[src/rtl/regfile_wr_arb.sv]
`default_nettype none
// ============================================================================
// Module      : regfile_wr_arb
// Description : Merges pipeline write-back and two handshaked secondary units
//               onto the single register-file write port, with bounded wait.
// Revision    : 1.0
// ============================================================================
module regfile_wr_arb #(
    parameter int AW       = 5,
    parameter int DW       = 32,
    parameter int MAX_WAIT = 4
) (
    input  logic          clk,
    input  logic          rst,
    input  logic          p_we,
    input  logic [AW-1:0] p_waddr,
    input  logic [DW-1:0] p_wdata,
    input  logic          a_valid,
    input  logic [AW-1:0] a_waddr,
    input  logic [DW-1:0] a_wdata,
    output logic          a_ready,
    input  logic          b_valid,
    input  logic [AW-1:0] b_waddr,
    input  logic [DW-1:0] b_wdata,
    output logic          b_ready,
    output logic          stall_req,
    output logic          we,
    output logic [AW-1:0] waddr,
    output logic [DW-1:0] wdata
);

    localparam logic [3:0] C_MAX = 4'(MAX_WAIT);

    typedef enum logic [1:0] {
        SRC_NONE = 2'd0,
        SRC_PIPE = 2'd1,
        SRC_A    = 2'd2,
        SRC_B    = 2'd3
    } src_t;

    logic [3:0]    r_cnt_a;
    logic [3:0]    r_cnt_b;
    logic          r_ptr;     // 0 = A next, 1 = B next
    logic          r_stall;
    logic          r_we;
    logic [AW-1:0] r_waddr;
    logic [DW-1:0] r_wdata;

    src_t          w_src;
    logic          w_a_starved;
    logic          w_b_starved;
    logic [AW-1:0] w_sel_addr;
    logic [DW-1:0] w_sel_data;
    logic          w_wr;

    assign w_a_starved = a_valid && (r_cnt_a == C_MAX);
    assign w_b_starved = b_valid && (r_cnt_b == C_MAX);

    // During a stall cycle the pipeline is frozen, so only starved units compete.
    always_comb begin
        w_src = SRC_NONE;
        if (rst) begin
            if (r_stall) begin
                if (w_a_starved && w_b_starved) w_src = r_ptr ? SRC_B : SRC_A;
                else if (w_a_starved)           w_src = SRC_A;
                else if (w_b_starved)           w_src = SRC_B;
            end else if (p_we) begin
                w_src = SRC_PIPE;
            end else if (a_valid && b_valid) begin
                w_src = r_ptr ? SRC_B : SRC_A;
            end else if (a_valid) begin
                w_src = SRC_A;
            end else if (b_valid) begin
                w_src = SRC_B;
            end
        end
    end

    always_comb begin
        w_sel_addr = p_waddr;
        w_sel_data = p_wdata;
        case (w_src)
            SRC_A: begin
                w_sel_addr = a_waddr;
                w_sel_data = a_wdata;
            end
            SRC_B: begin
                w_sel_addr = b_waddr;
                w_sel_data = b_wdata;
            end
            default: begin
                w_sel_addr = p_waddr;
                w_sel_data = p_wdata;
            end
        endcase
    end

    // Writes to r0 are consumed but never reach the register file.
    assign w_wr    = (w_src != SRC_NONE) && (w_sel_addr != '0);
    assign a_ready = (w_src == SRC_A);
    assign b_ready = (w_src == SRC_B);

    always_ff @(posedge clk) begin
        if (!rst) begin
            r_cnt_a <= 4'd0;
            r_cnt_b <= 4'd0;
            r_ptr   <= 1'b0;
            r_stall <= 1'b0;
            r_we    <= 1'b0;
            r_waddr <= '0;
            r_wdata <= '0;
        end else begin
            r_we <= w_wr;
            if (w_wr) begin
                r_waddr <= w_sel_addr;
                r_wdata <= w_sel_data;
            end
            r_stall <= ((r_cnt_a == C_MAX) || (r_cnt_b == C_MAX)) && !r_stall;

            if (!a_valid || a_ready)   r_cnt_a <= 4'd0;
            else if (r_cnt_a >= C_MAX) r_cnt_a <= C_MAX;
            else                       r_cnt_a <= r_cnt_a + 4'd1;

            if (!b_valid || b_ready)   r_cnt_b <= 4'd0;
            else if (r_cnt_b >= C_MAX) r_cnt_b <= C_MAX;
            else                       r_cnt_b <= r_cnt_b + 4'd1;

            if (w_src == SRC_A)      r_ptr <= 1'b1;
            else if (w_src == SRC_B) r_ptr <= 1'b0;
        end
    end

    assign stall_req = r_stall;
    assign we        = r_we;
    assign waddr     = r_waddr;
    assign wdata     = r_wdata;

endmodule
`default_nettype wire
[config.mk]
export PLATFORM = sky130hd
export DESIGN_NAME = regfile_wr_arb
export DESIGN_NICKNAME = d
export VERILOG_FILES = /design/src/rtl/regfile_wr_arb.sv
export SDC_FILE = /design/constraint.sdc
export NUM_CORES = 1
export LEC_CHECK = 0
export CORE_UTILIZATION = 35
export DETAILED_ROUTE_END_ITERATION = 10
export PLACE_DENSITY_LB_ADDON = 0.05
export SLEW_MARGIN = 20
export SYNTH_ARGS = -nofsm -noshare
export SYNTH_HDL_FRONTEND = slang
export SYNTH_SLANG_ARGS = --single-unit
export TNS_END_PERCENT = 10
[constraint.sdc]
create_clock -name clk -period 5.65 [get_ports clk]
set_input_delay 1.13 -clock clk [delete_from_list [all_inputs] [get_ports clk]]
set_output_delay 1.13 -clock clk [all_outputs]
set_load 0.03 [all_outputs]
==> reports/results.txt, run 1 <==
Status: complete, no violations
Worst Path Buf+Inv: 2
Commonest cells post-synth: dfxtp_1, nand2_1, o211ai_1, a221o_1, mux2i_1
Maximum clock path buffer count: 2
Initial antenna violation count: 0
Crit Path Category: in -> out
Arrival time worst endpoint: 3250 ps
Max Clock Freq: 228.5 MHz
P_leak: 1.584 nW
Hold endpoint: wdata[10]$_SDFFE_PN0P_
Cell accounting for the most synthesized area: dfxtp_1
Worst clock skew: 6.867 ps
CTS tree: built
R2R depth: 10
Place WS: 1268 ps
Sequential cell area fraction in the yosys report: 36.89%
Crit path time final: 4376 ps
GP Congestion: 0.8044
# IOs: 157
Asr flop ratio synth: 0%
H-tree Lvls: 2
Slew headroom: 53.25%
Top-count cell post-synth: dfxtp_1
Final ANT Viol Nets: 0
HP Class: reg -> reg
Crit-path cells: clkdlybuf4s50_1 -> nand4b_1 -> o211a_1 -> a21o_1 -> nor2_1 -> clkdlybuf4s50_1
Max Cap Viol: 0
Worst flop-to-flop path startpoint: r_cnt_a[0]$_SDFF_PP0_
Placed inst area: 4217 um^2
Peak supply drop: 0.0001251 V
Via Count: 2745
Hold path startpoint: wdata[10]$_SDFFE_PN0P_
Residual DRC: 0
CTS Buf Count: 5
Gr ovfl total: 0
Global-route wire length before repair: 12.18 mm
Max incr delay on CP: 700 ps
Worst-path clk slew: 80 ps
Final #Nets: 542
Period utilization: 77.46%
Hold path depth: 2
Slowest cell on the critical path: clkdlybuf4s50_1
Sum Neg Setup Slack: 0 ps
Post-synth top area share: 36.89%
Die Y: 88.27 um
Cell Area, Synth: 2605 um^2
Final hold violation count: 0
Final Slew Violations: 0
Wire per inst: 15.19 um
Crit path max fanout: 4
Initial DRT Pass Iterations: 4
CTS Hold Buffers Added: 0
Clock sink count: 48
Synth cell types: 36
Final instance area: 4307 um^2
DIE WIDTH: 88.27 um
Yosys reg bits: 48
DIE AREA: 7792 um^2
Reg2reg setup slack: 2680 ps
Largest net degree at the start of global routing: 71
Post_cts resized: 0
Synth area leaders: dfxtp_1, a221o_1, mux2i_1
Util after Layout: 59.69%
CTS root buf: clkbuf_8
Share of cells above drive strength 1: 4.255%
Startpoint types: input pin
Setup slack after layout: 1274 ps
Crit end category: primary output
Starting Density: 36.11%
Syn Inst Count: 279
Post-Syn Area per Cell: 9.337 um^2
WP data required: 4520 ps
Warnings, synthesis: 0
Crit path max-delay family: buffers and inverters
DRT iter0 DRCs: 93
Number of synthesized flops with an enable pin: 0
Global Route Usage Sum: 19.78%
Final Power: 0.0009248 W
Vias per Instance: 5.259
Port Buffers: 156
Antenna Cells: 0
FP Rows: 31
Main synth FF type: dfxtp_1
Vias in the first global route: 2601
Final setup viols: 0
Core area: 7214 um^2
Area grow syn2layout: 65.32%
Actual slew at the worst max-slew pin: 701.2 ps
DP HPWL: 5.655 mm
Setup bufs post-CTS: 0
RSZ-0062 raised after global routing: false
FF-to-FF End: wdata[6]$_SDFFE_PN0P_
Worst skew pair latency: 290 ps
Most used cell, CP: clkdlybuf4s50_1
Power Density: 214.7 nW/um^2
Final WL: 7.927 mm
==> report_power, final <==
part | leakage (nW) | switching, W | internal (W)
registers | 0.396 | 0.0000170 | 0.000371
logic | 1.14 | 0.000163 | 0.000171
clock network | 0.0455 | 0.000104 | 0.0000999
total | 1.58 | 0.000284 | 0.000641
==> registers in the layout (all words and copies together), names as in the netlist <==
signal / count
r_cnt_a: 4
r_cnt_b: 4
r_ptr: 1
stall_req: 1
waddr: 5
wdata: 32
we: 1
==> per-layer routing <==
layer | routed length (um) | GRT usage [%]
met5 | 0 | 0
met4 | 95 | 5.279
met3 | 479 | 4.291
met2 | 3810 | 34.90
met1 | 3541 | 24.31
==> cells by family after synthesis <==
family / share of synthesized area [%]
AO/OA/AOI/OAI: 28.82
adder cells (fa/ha/maj): 1.921
buffers and inverters: 5.955
flip-flops: 36.89
multiplexers: 14.46
other: 0.1440
AND/OR/NAND/NOR: 11.82
==> worst reg2reg max path, cell delays in order (launching register included) <==
cell and delay [ps]:
dfxtp_1 330, inv_1 70, ha_1 170, nand4b_1 170, o211a_1 290, a21oi_4 120, buf_4 420, o31ai_1 190
o21ai_4 420, buf_4 480, mux2i_1 240
==> how the worst max path moves through the flow <==
stage          slack [ps]    start  depth (start not counted)  endpoint
4_1_cts              1270  a_valid                          6   a_ready
5_1_grt              1150  a_valid                          6   a_ready
3_3_place_gp         1350  a_valid                          6   a_ready
3_5_place_dp         1270  a_valid                          6   a_ready
6_report             1270  a_valid                          6   a_ready
2_1_floorplan        2390  a_valid                          4   a_ready
==> through the flow <==
| step | std cells | hold WS (ps) |
|---|---|---|
| final | 522 | 458.7 |
| after global routing | 522 | 479.4 |
| after CTS | 522 | 461.5 |
| after detailed placement | 514 | 446.0 |
| after global placement | 514 | 440.8 |
| after floorplan | 280 | 480.1 |
==> cells in the final DEF, fill, tap and decap left out, drive strengths merged <==
cell / n
a21boi: 1
a21o: 2
a21oi: 2
a221o: 32
a22oi: 5
and2: 1
and3: 5
and3b: 1
buf: 7
clkbuf: 8
clkdlybuf4s50: 155
conb: 2
dfxtp: 48
ha: 4
inv: 4
mux2: 5
mux2i: 32
nand2: 40
nand2b: 2
nand3: 1
nand4b: 2
nor2: 10
nor2b: 1
nor3: 1
o2111ai: 1
o211a: 1
o211ai: 34
o21a: 1
o21ai: 8
o311a: 1
o31a: 2
o31ai: 1
or4: 3
==> final cells by class <==
| class | count | area [um^2] |
|---|---|---|
| fillers | 672 | 2908 |
| repair buffers | 162 | 1602 |
| multi-input cells | 201 | 1515 |
| flip-flops and latches | 48 | 960.9 |
| well taps | 99 | 123.9 |
| clock buffers | 8 | 90.09 |
| inverters | 4 | 15.01 |
Note: power is estimated with default switching activity, not from simulation.
==> run 2, diff against run 1 <==
--- a/config.mk
+++ b/config.mk
@@ -5,7 +5,7 @@
 export SDC_FILE = /design/constraint.sdc
 export NUM_CORES = 1
 export LEC_CHECK = 0
-export CORE_UTILIZATION = 35
+export CORE_UTILIZATION = 34
 export DETAILED_ROUTE_END_ITERATION = 10
 export PLACE_DENSITY_LB_ADDON = 0.05
 export SLEW_MARGIN = 20
==> constraint.sdc (replaced) <==
create_clock -name clk -period 3.9 [get_ports clk]
set_input_delay 0.78 -clock clk [delete_from_list [all_inputs] [get_ports clk]]
set_output_delay 0.78 -clock clk [all_outputs]
set_load 0.03 [all_outputs]
==> reports/results.txt, run 2 (synthesis results as in run 1) <==
Status: complete, no violations
Global Route Usage Sum: 19.86% (+0.081 points)
Starting Density: 35.54% (-0.57 points)
Antenna Cells: 0 (unchanged)
Core area: 7331 um^2 (+1.6%)
WP data required: 3120 ps (-1400 ps)
M2 GR Usage: 36.16% (+1.3 points)
Crit Path Category: in -> out
Global routing usage on met3: 5.448% (+1.2 points)
Peak supply drop: 0.0001790 V (+43%)
Final ANT Viol Nets: 0 (unchanged)
CTS Hold Buffers Added: 0 (unchanged)
Final hold violation count: 0 (unchanged)
Power share of the clock group: 27.0% (+5.0 points)
GP Congestion: 0.7710 (-4.2%)
Slowest cell on the critical path: clkdlybuf4s50_1
Sequential share of power: 38.9% (-3.0 points)
Actual slew at the worst max-slew pin: 885.8 ps (+184.6 ps)
Period utilization: 92.68%
Worst skew pair latency: 300 ps (about the same)
# IOs: 157 (unchanged)
DIE WIDTH: 89.53 um (+1.4%)
Crit end category: primary output
DIE AREA: 8016 um^2 (+2.9%)
Worst Path Buf+Inv: 2 (unchanged)
Crit path max-delay family: buffers and inverters
Power Density: 330.4 nW/um^2 (+54%)
Max incr delay on CP: 700 ps (about the same)
Setup bufs post-CTS: 0 (unchanged)
Sum Neg Setup Slack: 0 ps (unchanged)
Internal power: 0.001016 W (+58%)
CTS Buf Count: 5 (unchanged)
P_leak: 1.619 nW (+2.2%)
Switching share of power: 29.61% (-1.0 points)
DRT iter0 DRCs: 104 (+12%)
Most common cell after layout, fill and taps aside: clkdlybuf4s50_1
Max Clock Freq: 276.6 MHz
Final setup viols: 0 (unchanged)
CTS tree: built
DP HPWL: 5.963 mm (+5.5%)
Global-route wire length before repair: 12.12 mm (-0.51%)
Largest net degree at the start of global routing: 46 (-35%)
RSZ-0062 raised after global routing: false
H-tree Lvls: 2 (unchanged)
Die Y: 89.53 um (+1.4%)
Net Switching: 0.0004274 W (+51%)
Vias per Instance: 5.176 (-1.6%)
Grt met1 use: 22.80% (-1.5 points)
Area grow syn2layout: 67.68%
Combinational power share: 34.1% (-2.0 points)
Most used cell, CP: clkdlybuf4s50_1
Final WL: 8.289 mm (+4.6%)
Via Count: 2712 (-1.2%)
Multi-input logic area: 1515 um^2 (unchanged)
Wire per inst: 15.82 um (+4.2%)
Residual DRC: 0 (unchanged)
Final Slew Violations: 0 (unchanged)
Reg2reg setup slack: 1350 ps (-1330 ps)
GRT busiest layer: met2
Port Buffers: 156 (unchanged)
Arrival time worst endpoint: 2830 ps (-420 ps)
# fillers: 650 (-3.3%)
HP Class: reg -> reg
Share of cells above drive strength 1: 5.412% (+1.2 points)
Max Cap Viol: 0 (unchanged)
FP Rows: 31 (unchanged)
Register area: 960.9 um^2 (unchanged)
Worst-path clk slew: 80 ps (about the same)
Startpoint types: input pin
Gr ovfl total: 0 (unchanged)
Crit path max fanout: 4 (unchanged)
Slew headroom: 40.72% (-13 points)
CTS root buf: clkbuf_8
Max FFs per register: 32 (unchanged)
Maximum clock path buffer count: 2 (unchanged)
Most frequent cells in the layout: clkdlybuf4s50_1, dfxtp_1, nand2_1, o211ai_1
Initial DRT Pass Iterations: 4 (unchanged)
Post_cts resized: 0 (unchanged)
Final #Nets: 544 (+0.37%)
Worst clock skew: 11.07 ps (+4.207 ps)
Initial antenna violation count: 0 (unchanged)
Clock sink count: 48 (unchanged)
Placed inst area: 4242 um^2 (+0.59%)
Final instance area: 4368 um^2 (+1.4%)
Crit-path cells: clkdlybuf4s50_1 -> nand4b_1 -> o211a_1 -> a21o_1 -> nor2_1 -> clkdlybuf4s50_1
Crit path time final: 3615 ps
Vias in the first global route: 2517 (-3.2%)
run 2: changes by cell type in the layout (fill, tap and decap cells not counted), sizes merged:
| cell | delta |
|---|---|
| buf | +3 |
| bufinv | +1 |
| clkbuf | -1 |
| clkdlybuf4s50 | -1 |
run 2: worst paths after layout:
path / startpoint / end / cells after the start
min reg2reg: wdata[16]$_SDFFE_PN0P_ / wdata[16]$_SDFFE_PN0P_ / 2
max: a_valid / a_ready / 6
min: wdata[16]$_SDFFE_PN0P_ / wdata[16]$_SDFFE_PN0P_ / 2
max reg2reg: r_cnt_b[0]$_SDFF_PP0_ / wdata[26]$_SDFFE_PN0P_ / 9
run 2: metrics by stage:
step	setup slack, ps	power, W	hold WS [ps]	utilization (%)	instances
floorplan	1338	0.0008211	480.1	-	280
global placement	301.6	0.001062	435.5	57.86	516
detailed placement	268.6	0.001068	442.0	57.86	516
CTS	261.3	0.001462	459.8	59.58	524
global route	204.1	0.001520	469.8	59.58	524
finish	285.3	0.001443	454.4	59.58	524
run 2: worst reg2reg max path, cell delays in order, from the launching register on:
cell and delay [ps]:
dfxtp_1 320, inv_1 60, ha_1 160, and3b_1 220, o211a_1 220, a21o_1 190
nor3_2 80, o21ai_4 710, buf_4 310, mux2i_1 200
run 2: area by class of cell:
type / instances / share of cell area [%]
timing repair buffer: 164 / 37.24
multi-input combinational: 201 / 34.69
clock inverter: 1 / 0.6875
sequential: 48 / 22.00
tap: 99 / 2.836
inverter: 4 / 0.3437
clock buffer: 7 / 2.206
run 2: per-layer routing:
metal,share of wire [%],routed length [um],up-vias
met4,0.89,74,0
met2,50,4112,96
li1,-,-,1360
met1,43,3528,1247
met5,0,0,-
met3,6.9,574,9
run 2: power by group through the flow:
stage	clock network (W)	registers [W]	logic, W
2_1_floorplan	0	0.000656	0.000165
3_3_place_gp	0	0.000572	0.000490
3_5_place_dp	0	0.000572	0.000496
4_1_cts	0.000403	0.000561	0.000497
5_1_grt	0.000431	0.000568	0.000521
6_report	0.000390	0.000561	0.000492
